--- src/rtl/pot_scan_ctrl.sv ---
// pot_scan_ctrl: round-robin A2D scheduler for the six EQ pot registers.
// Define POT_AVG_EN to average each capture with the stored value.
module pot_scan_ctrl #(
  parameter int unsigned SCAN_GAP = 16,
  parameter int unsigned TIMEOUT  = 4096
) (
  input  logic        clk,
  input  logic        rst_n,
  output logic        strt_cnv,
  output logic [2:0]  chnnl,
  input  logic        cnv_cmplt,
  input  logic [11:0] res,
  output logic [11:0] POT_LP,
  output logic [11:0] POT_B1,
  output logic [11:0] POT_B2,
  output logic [11:0] POT_B3,
  output logic [11:0] POT_HP,
  output logic [11:0] POT_VOL,
  output logic        scan_done,
  output logic        tmo
);

  typedef enum logic {
    S_GAP,
    S_WAIT
  } state_e;

  localparam logic [7:0]  GAP_LAST = 8'(SCAN_GAP);
  localparam logic [15:0] TMO_LAST = 16'(TIMEOUT - 1);

  state_e      state_q, state_d;
  logic [2:0]  idx_q, idx_d;
  logic [7:0]  gcnt_q, gcnt_d;
  logic [15:0] wcnt_q, wcnt_d;
  logic        strt_q, strt_d;
  logic [2:0]  chnnl_q, chnnl_d;
  logic        done_q, done_d;
  logic        tmo_q, tmo_d;
  logic [11:0] pot_q [6];
  logic [11:0] pot_d [6];
  logic        capture;
  logic        advance;
  logic [2:0]  idx_next;
`ifdef POT_AVG_EN
  logic [5:0]  first_q, first_d;

  function automatic logic [11:0] avg12(input logic [11:0] a, input logic [11:0] b);
    logic [12:0] s;
    s = {1'b0, a} + {1'b0, b} + 13'd1;
    return s[12:1];
  endfunction
`endif

  function automatic logic [2:0] ch_of(input logic [2:0] i);
    case (i)
      3'd0:    return 3'd1;
      3'd1:    return 3'd0;
      3'd2:    return 3'd4;
      3'd3:    return 3'd2;
      3'd4:    return 3'd3;
      3'd5:    return 3'd7;
      default: return 3'd1;
    endcase
  endfunction

  always_comb begin
    state_d  = state_q;
    idx_d    = idx_q;
    gcnt_d   = gcnt_q;
    wcnt_d   = wcnt_q;
    strt_d   = 1'b0;
    chnnl_d  = chnnl_q;
    done_d   = 1'b0;
    tmo_d    = 1'b0;
    pot_d    = pot_q;
    capture  = 1'b0;
    advance  = 1'b0;
    idx_next = (idx_q == 3'd5) ? 3'd0 : idx_q + 3'd1;
`ifdef POT_AVG_EN
    first_d  = first_q;
`endif

    case (state_q)
      S_GAP: begin
        if (gcnt_q == GAP_LAST) begin
          strt_d  = 1'b1;
          wcnt_d  = '0;
          state_d = S_WAIT;
        end else begin
          gcnt_d = gcnt_q + 8'd1;
        end
      end
      S_WAIT: begin
        wcnt_d = wcnt_q + 16'd1;
        // strt_q marks the request cycle, where a strobe still belongs to GAP
        if (cnv_cmplt && !strt_q) begin
          capture = 1'b1;
          advance = 1'b1;
        end else if (wcnt_q == TMO_LAST) begin
          tmo_d   = 1'b1;
          advance = 1'b1;
        end
      end
      default: state_d = S_GAP;
    endcase

    if (advance) begin
      idx_d   = idx_next;
      chnnl_d = ch_of(idx_next);
      done_d  = (idx_q == 3'd5);
      gcnt_d  = '0;
      state_d = S_GAP;
    end

    for (int unsigned i = 0; i < 6; i++) begin
      if (capture && idx_q == 3'(i)) begin
`ifdef POT_AVG_EN
        pot_d[i]   = first_q[i] ? res : avg12(pot_q[i], res);
        first_d[i] = 1'b0;
`else
        pot_d[i] = res;
`endif
      end
    end
  end

  always_ff @(posedge clk or negedge rst_n) begin
    if (!rst_n) begin
      state_q <= S_GAP;
      idx_q   <= '0;
      gcnt_q  <= '0;
      wcnt_q  <= '0;
      strt_q  <= 1'b0;
      chnnl_q <= 3'd1;
      done_q  <= 1'b0;
      tmo_q   <= 1'b0;
      for (int unsigned i = 0; i < 6; i++) begin
        pot_q[i] <= '0;
      end
`ifdef POT_AVG_EN
      first_q <= '1;
`endif
    end else begin
      state_q <= state_d;
      idx_q   <= idx_d;
      gcnt_q  <= gcnt_d;
      wcnt_q  <= wcnt_d;
      strt_q  <= strt_d;
      chnnl_q <= chnnl_d;
      done_q  <= done_d;
      tmo_q   <= tmo_d;
      pot_q   <= pot_d;
`ifdef POT_AVG_EN
      first_q <= first_d;
`endif
    end
  end

  assign strt_cnv  = strt_q;
  assign chnnl     = chnnl_q;
  assign scan_done = done_q;
  assign tmo       = tmo_q;
  assign POT_LP    = pot_q[0];
  assign POT_B1    = pot_q[1];
  assign POT_B2    = pot_q[2];
  assign POT_B3    = pot_q[3];
  assign POT_HP    = pot_q[4];
  assign POT_VOL   = pot_q[5];

endmodule
--- config.mk ---
export PLATFORM = sky130hd
export DESIGN_NAME = pot_scan_ctrl
export DESIGN_NICKNAME = d
export VERILOG_FILES = /design/src/rtl/pot_scan_ctrl.sv
export SDC_FILE = /design/constraint.sdc
export NUM_CORES = 1
export LEC_CHECK = 0
export CAP_MARGIN = 20
export CORE_MARGIN = 1
export CORE_UTILIZATION = 40
export DETAILED_ROUTE_END_ITERATION = 8
export PLACE_DENSITY = 0.65
export SLEW_MARGIN = 0
export SYNTH_ARGS = -nofsm -noshare
export SYNTH_HDL_FRONTEND = slang
export SYNTH_SLANG_ARGS = --single-unit
--- constraint.sdc ---
create_clock -name clk -period 2.35 [get_ports clk]
set_clock_uncertainty 0.2 [all_clocks]
set_input_delay 0.5875 -clock clk [delete_from_list [all_inputs] [get_ports clk]]
set_output_delay 0.5875 -clock clk [all_outputs]
set_load 0.02 [all_outputs]
=== After elaboration in Yosys (flattened, before gate mapping) ===
Cells that the tools add are included.

* Bits in registers: 106
* Bits of input ports: 15
* Output and inout bits: 78

* Add/sub/neg operators: 3
* Eq/ne operators: 15
* Multiplexer cells: 19
* Bitwise gates (word level): 1
* Reductions and logical operators: 10

{| class="wikitable"
|+ Operators with widths
! kind !! count
|-
| case mux 16 bit (2 select lines) || 1
|-
| two-way mux 8 bit || 3
|-
| adder 16 x 1 -> 16 bit, second input constant || 1
|-
| == test 16 x 12 -> 1 bit, second input constant || 1
|-
| two-way mux 16 bit || 1
|-
| case mux 3 bit (5 select lines) || 1
|-
| == test 3 x 2 -> 1 bit, second input constant || 4
|-
| == test 3 bit, second input constant || 4
|-
| two-way mux 1 bit || 12
|-
| adder 8 x 1 -> 8 bit, second input constant || 1
|-
| == test 8 x 5 -> 1 bit, second input constant || 1
|-
| logical AND 1 bit || 7
|-
| == test 3 x 1 -> 1 bit, second input constant || 2
|-
| != test 2 bit, second input constant || 2
|-
| adder 3 x 1 -> 3 bit, second input constant || 1
|-
| zero test 3 bit || 1
|-
| two-way mux 3 bit || 1
|-
| != test 2 x 1 -> 1 bit, second input constant || 1
|-
| AND reduction 2 bit || 1
|-
| zero test 1 bit || 1
|-
| inverter 1 bit || 1
|}

=== Depth between registers and ports, before layout ===
Gate-level depths: netlist of the first run.

* Word-level depth: 6
* Depth in mapped cells: 7
* Mapped depth without buffers: 7

=== Worst setup path after synthesis of the first run ===
No wires, ideal clock.

* Path type: input port to flip-flop
* Start point: input port cnv_cmplt
* End point: register pot_q (netlist bit POT_HP[10])
* Setup time: 125 ps
* Arrival time: 1,712 ps
* Path slack: 313 ps
* Stages: 5
* Cells stage by stage: nor2b_1 and2_1 nand3_1 buf_1 mux2_2

* Word-level cells in the longest chain between the ends: 4

{| class="wikitable"
|+ RTL lines
! what !! line !! source
|-
| start, declared || 11 || <nowiki>input logic cnv_cmplt,</nowiki>
|-
| logical AND 1 bit || 96 || <nowiki>if (cnv_cmplt && !strt_q) begin</nowiki>
|-
| two-way mux 1 bit || 96 ||
|-
| two-way mux 1 bit || 83 || <nowiki>case (state_q)</nowiki>
|-
| logical AND 1 bit || 116 || <nowiki>if (capture && idx_q == 3'(i)) begin</nowiki>
|-
| end signal, assigned || 152 || <nowiki>pot_q <= pot_d;</nowiki>
|-
| end, declared || 39 || <nowiki>logic [11:0] pot_q [6];</nowiki>
|}

No other way between the ends.
A chain may end at the register's enable or synchronous reset.

=== Worst setup path after layout of the first run ===
* Start point: register chnnl_q[0] (netlist: chnnl[0])
* End point: output port chnnl[0]

{| class="wikitable"
|+ RTL lines
! what !! line !! source
|-
| start, declared || 36 || <nowiki>logic [2:0] chnnl_q, chnnl_d;</nowiki>
|-
| start signal, assigned || 149 || <nowiki>chnnl_q <= chnnl_d;</nowiki>
|-
| end, declared || 10 || <nowiki>output logic [2:0] chnnl,</nowiki>
|}

No word-level cell between the ends.

==> flow_metrics.tcl, run 1 <==
set metrics [dict create \
    status "completed" \
    drt_iter0_drc 107 \
    mostFrequentLayoutCells "dfrtp_1, clkdlybuf4s50_1, mux2_2" \
    die_w_um 106.4 \
    drive_gt1_frac 0.2715 \
    syn_inst 317 \
    powerDensity_nw_per_um2 1234 \
    num-nets-final 446 \
    synth-edff-count 0 \
    post_cts_buffers 0 \
    numCtsBuffers 9 \
    core.rowCount 37 \
    postRouteAntennaNets 0 \
    io_pins 93 \
    clock_sinks 106 \
    avgViaCountPerCell 5.037 \
    startpoint_type "flip-flop" \
    grt_pass1_wl_mm 15.06 \
    hold_viol_final 0 \
    wl_mm 9.271 \
    maxCapViolCount 0 \
    r2r_start "wcnt_q[14]$_DFFE_PN0P_" \
    synthArstFlopShare 1.000 \
    max-slew-margin-rel 0.6224 \
    drc 0 \
    wl_per_cell_um 16.35 \
    cp_max_fo 2 \
    h-tree-depth 3 \
    die_area_sq_um 11320 \
    syn-num-nets 337 \
    vias 2856 \
    seqPwrFrac 0.402 \
    critical_path_class "flip-flop to output port" \
    ys_ff_latch 106 \
    core_sq_um 10460 \
    cts_root_buf "clkbuf_8" \
    fp.dieH_um 106.4 \
    post-route-period-util 0.9696 \
    startpoint "chnnl[0]$_DFFE_PN1P_" \
    yosys_most_used_dff "dfrtp_1" \
    setup_viol 0 \
    p_int_uw 4647 \
    ys_warn_count 0 \
    slowest_delay_ns 0.59 \
    place_congestion 0.7767 \
    endpoint_kind "output port" \
    areaGrowthSynthToFinish_pct 33.51 \
    path_cells "clkdlybuf4s50_1" \
    worst-path-buf-inv 1 \
    crit_required_ns 1.56 \
    grt_use_total 0.1751 \
    dp_hpwl_mm 6.692 \
    seq_area_frac_synth 0.6086 \
    cts.path.max_buffers 2 \
    antenna_found_initial 0 \
    clk_latency_ns 0.36 \
    rsz0062_at_grt "no" \
    leakage_uw 0.002624 \
    syn-cell-area_sq_um 4360 \
    swShare 0.3530 \
    combPwrFrac 0.436 \
    worstPathArrival_ns 1.49 \
    crit_slowest_cell "clkdlybuf4s50_1" \
    finalCriticalPeriod_ns 2.278 \
    whs_ns 0.2721 \
    port_buffers 92 \
    grt_max_degree 40 \
    vdd_ir_drop_max_uv 563.5 \
    avgSynthCellArea_sq_um 13.76 \
    clk_pin_slew_ns 0.10 \
    cts_tree "yes" \
    holdCritStartpoint "chnnl[0]$_DFFE_PN1P_" \
    grt_pass1_vias 2916 \
    p_switching_uw 2536 \
    fin_cells 567 \
    fmax_mhz 438.9 \
    slew_viol_final 0 \
    clockPowerShare 0.162 \
    dr.pass1.iters 4 \
    hold_class "flip-flop to flip-flop" \
    path_delay_family "buffers and inverters" \
    ys_types 39 \
    grt_overflow 0 \
    tightestPinTransition_ns 0.5665 \
    rrSetupSlack_ns 0.16 \
    mostFrequentLayoutCell "dfrtp_1" \
    antenna_cells 0 \
    dp.cells 550 \
    initial_utilization 0.4168 \
]
-- metal layers --
layer | global-route usage | share of wire | vias up
met3 | 0.03066 | 0.026 | 14
li1 | - | - | 1351
met5 | 0 | 0 | -
met2 | 0.2829 | 0.50 | 54
met4 | 0.08317 | 0.021 | 0
met1 | 0.2288 | 0.45 | 1437
-- sequential cells by signal, indices dropped and copies added, names as in the netlist, 3 cells and up --
name / flops
POT_HP: 12
idx_q: 3
POT_B2: 12
chnnl: 3
POT_VOL: 12
POT_LP: 12
POT_B1: 12
POT_B3: 12
gcnt_q: 8
wcnt_q: 16
-- layout make-up --
class                   count  area, sq um
clock buffers              10        137.6
clock inverters             6        72.57
fillers                   895         4641
inverters                   7        26.28
multi-input cells         194         1633
flip-flops and latches    106         2654
well taps                 136        170.2
repair buffers            108         1129
-- synth_stat cells, types with 2 or more instances --
cell type  count  area share
clkbuf_1       6      0.0052
dfrtp_1      105        0.60
o31ai_1        4      0.0069
xor2_1         5       0.010
nor2b_1        4      0.0057
nor2_1        13       0.011
nand4b_1       2      0.0040
ha_1           5       0.014
and2_1         2      0.0029
nor3_1         5      0.0057
o211ai_1       4      0.0069
or4_2          2      0.0040
inv_1          7      0.0060
or4_1          2      0.0034
nand3_1       11       0.013
buf_2          2      0.0023
and3_1         2      0.0029
mux2_2        76        0.20
nand3b_1       3      0.0052
nand2_1       14       0.012
o21ai_0        8      0.0092
mux2i_1        5       0.011
xnor2_1        3      0.0060
a21oi_1        7      0.0080
nand4_1        6      0.0086
-- worst paths after layout --
| path | endpoint | depth (start not counted) |
|---|---|---|
| worst max-delay path | chnnl[0] | 1 |
| worst min-delay path | chnnl[0]$_DFFE_PN1P_ | 2 |
| worst max register to register | chnnl[2]$_DFFE_PN0P_ | 3 |
| worst min register to register | chnnl[0]$_DFFE_PN1P_ | 2 |
| max in group asynchronous | chnnl[0]$_DFFE_PN1P_ | 3 |
| min in group asynchronous | POT_VOL[3]$_DFFE_PN0P_ | 2 |
-- timing repair --
action,in CTS,in global routing
hold buffers,1,0
resized for setup,0,0
setup endpoints to repair,0,0
hold endpoints to repair,34,0
-- metrics by stage --
stage	utilization	instance area (sq um)	setup TNS (ns)	power (uW)	worst slack, ns
after global placement	0.5354	5602	-1.396	6000	-0.1172
after global routing	0.5564	5822	0	7602	0.01912
after floorplan	-	4360	0	4571	0.3134
final	0.5564	5822	0	7182	0.07153
after CTS	0.5564	5822	0	7277	0.04023
after detailed placement	0.5354	5602	-2.053	6088	-0.1561
-- worst reg2reg max path, stage by stage, from the launching register on --
cell and delay, ns:
dfrtp_1 0.42, or4_2 0.73, o21ai_4 0.35, mux2_2 0.38
-- power by group through the flow --
stage / clock (uW) / combinational (uW) / sequential [uW]
floorplan: 0 / 1040 / 3530
global placement: 0 / 3100 / 2900
detailed placement: 0 / 3160 / 2920
CTS: 1210 / 3180 / 2890
global route: 1270 / 3350 / 2980
finish: 1160 / 3130 / 2890
-- logic make-up after synthesis --
| group | synth area share |
|---|---|
| multiplexers | 0.2077 |
| AO/OA/AOI/OAI | 0.03845 |
| flip-flops | 0.6086 |
| adder cells (fa/ha/maj) | 0.01435 |
| buffers and inverters | 0.01693 |
| AND/OR/NAND/NOR | 0.09412 |
| XOR/XNOR | 0.01980 |
Power figures use the tool's default switching activity.
==> inputs of run 2 (changes only) <==
--- a/config.mk
+++ b/config.mk
@@ -8,8 +8,9 @@
 export CAP_MARGIN = 20
 export CORE_MARGIN = 1
 export CORE_UTILIZATION = 40
+export CTS_CLUSTER_SIZE = 40
 export DETAILED_ROUTE_END_ITERATION = 8
-export PLACE_DENSITY = 0.65
+export DONT_BUFFER_PORTS = 1
 export SLEW_MARGIN = 0
 export SYNTH_ARGS = -nofsm -noshare
 export SYNTH_HDL_FRONTEND = slang
==> flow_metrics.tcl, run 2 (synthesis results as in run 1) <==
set metrics [dict create \
    mostFrequentLayoutCell "dfrtp_1" \
    place_congestion 0.7274 \
    postRouteAntennaNets 0 \
    crit_slowest_cell "dfrtp_1" \
    cts_tree "yes" \
    setup_viol 0 \
    finalCriticalPeriod_ns 2.162 \
    mostFrequentLayoutCells "dfrtp_1, mux2_2, nand2_1" \
    clk_latency_ns 0.38 \
    wl_per_cell_um 18.57 \
    h-tree-depth 3 \
    cts_root_buf "clkbuf_8" \
    initial_utilization 0.4168 \
    slowest_delay_ns 0.48 \
    drive_gt1_frac 0.3333 \
    cp_max_fo 7 \
    crit_required_ns 2.47 \
    vias 2508 \
    maxCapViolCount 0 \
    areaGrowthSynthToFinish_pct 9.240 \
    drc 0 \
    tightestPinTransition_ns 0.5820 \
    leakage_uw 0.002219 \
    dr.max_layer_used "met4" \
    worst-path-buf-inv 0 \
    hold_class "input pin to asynchronous set/reset pin" \
    endpoint_kind "flip-flop" \
    port_buffers 0 \
    die_area_sq_um 11320 \
    cts.path.max_buffers 2 \
    path_cells "and2_1, ha_1, a21oi_1, ha_1, nor3_1, mux2_2" \
    slew_viol_final 0 \
    core_sq_um 10460 \
    rsz0062_at_grt "no" \
    drt_iter0_drc 118 \
    critical_path_class "flip-flop to flip-flop" \
    io_pins 93 \
    cp_common_cell "ha_1" \
    dp.cells 453 \
    post-route-period-util 0.9199 \
    reg2reg_depth 6 \
    grt_pass1_wl_mm 13.77 \
    whs_ns -0.3116 \
    largest_reg_flops 16 \
    route.met3.wl_um 571 \
    r2r_start "idx_q[0]$_DFFE_PN0P_" \
    antenna_found_initial 0 \
    die_w_um 106.4 \
    dp_hpwl_mm 5.743 \
    num-nets-final 348 \
    powerDensity_nw_per_um2 1261 \
    wl_mm 8.707 \
    antenna_cells 0 \
    vdd_ir_drop_max_uv 457.3 \
    rrSetupSlack_ns 0.19 \
    failed_checks "negative hold slack" \
    fmax_mhz 462.6 \
    post_cts_buffers 0 \
    grt_overflow 0 \
    fp.dieH_um 106.4 \
    worstPathArrival_ns 2.28 \
    dr.pass1.iters 4 \
    path_delay_family "adder cells" \
    core.rowCount 37 \
    avgViaCountPerCell 5.348 \
    r2r-end "chnnl[2]$_DFFE_PN0P_" \
    max-slew-margin-rel 0.6120 \
    tns_ns 0 \
    hold_viol_final 106 \
    wl_met2_mm 4.000 \
    largest-register "wcnt_q" \
    grt_use_total 0.1614 \
    startpoint_type "flip-flop" \
    fin_cells 469 \
    status "finished with violations" \
    clock_sinks 106 \
    grt_pass1_vias 2511 \
    clk_pin_slew_ns 0.11 \
    numCtsBuffers 9 \
    ctsResizeCount 0 \
    fillers 945 \
    grt_max_degree 107 \
    wl_met1_mm 4.036 \
]
[run 2: changes by cell type in the layout (fill, tap and decap cells not counted), sizes merged]
cell | previous run | this run
clkdlybuf4s50 | 91 | 0
buf | 16 | 10
clkinv | 1 | 3
clkinvlp | 2 | 0
inv | 9 | 11
bufinv | 1 | 0
clkbuf | 10 | 9
dlygate4sd3 | 1 | 0
[run 2: per-layer routing]
layer | vias to the layer above | global-route usage
met5 | - | 0
met4 | 0 | 0.05284
met3 | 11 | 0.05395
met1 | 1260 | 0.2178
met2 | 74 | 0.2444
li1 | 1163 | -
[run 2: power by group]
part           switching, uW  leakage, uW  internal [uW]
sequential              1190      0.00139           2470
clock                    681    0.0000997            417
combinational            532     0.000733            715
[run 2: worst register-to-register path: stages, from the launching register on]
cell,delay (ns)
dfrtp_1,0.48
and2_1,0.20
ha_1,0.35
a21oi_1,0.19
ha_1,0.29
nor3_1,0.22
mux2_2,0.18
[run 2: worst max-delay path by stage]
stage	startpoint	endpoint	slack (ns)	cells past startpoint
2_1_floorplan	cnv_cmplt	POT_HP[10]$_DFFE_PN0P_	0.31	5
3_3_place_gp	wcnt_q[12]$_DFFE_PN0P_	idx_q[1]$_DFFE_PN0P_	0.29	4
3_5_place_dp	idx_q[0]$_DFFE_PN0P_	chnnl[2]$_DFFE_PN0P_	0.23	6
4_1_cts	idx_q[0]$_DFFE_PN0P_	chnnl[2]$_DFFE_PN0P_	0.21	6
5_1_grt	idx_q[0]$_DFFE_PN0P_	chnnl[1]$_DFFE_PN0P_	0.01	7
6_report	idx_q[0]$_DFFE_PN0P_	chnnl[2]$_DFFE_PN0P_	0.19	6
[run 2: cell type report]
type                       instances  area (sq um)  share of cell area
tap                              136         170.2             0.03572
timing repair buffer              10         87.58             0.01839
inverter                           7         26.28            0.005516
multi-input combinational        194          1633              0.3428
clock buffer                       9         123.9             0.02600
sequential                       106          2654              0.5571
clock inverter                     7         68.82             0.01445
[run 2: metrics by stage]
stage,utilization,area (sq um),hold slack [ns],setup slack [ns],total power [uW]
finish,0.4553,4763,-0.3116,0.1882,6008
global route,0.4553,4763,-0.3466,0.01424,6366
CTS,0.4553,4763,-0.3297,0.2070,6068
detailed placement,0.4369,4571,0.09419,0.2305,4953
global placement,0.4369,4571,0.09514,0.2912,4890
floorplan,-,4360,0.09191,0.3134,4571
==> inputs of run 3 (changes only) <==
--- a/config.mk
+++ b/config.mk
@@ -8,7 +8,7 @@
 export CAP_MARGIN = 20
 export CORE_MARGIN = 1
 export CORE_UTILIZATION = 40
-export CTS_CLUSTER_SIZE = 40
+export CTS_CLUSTER_SIZE = 24
 export DETAILED_ROUTE_END_ITERATION = 8
 export DONT_BUFFER_PORTS = 1
 export SLEW_MARGIN = 0
==> results of run 3 <==
Same layout as run 2: the final DEF is identical, and so are final timing and power.
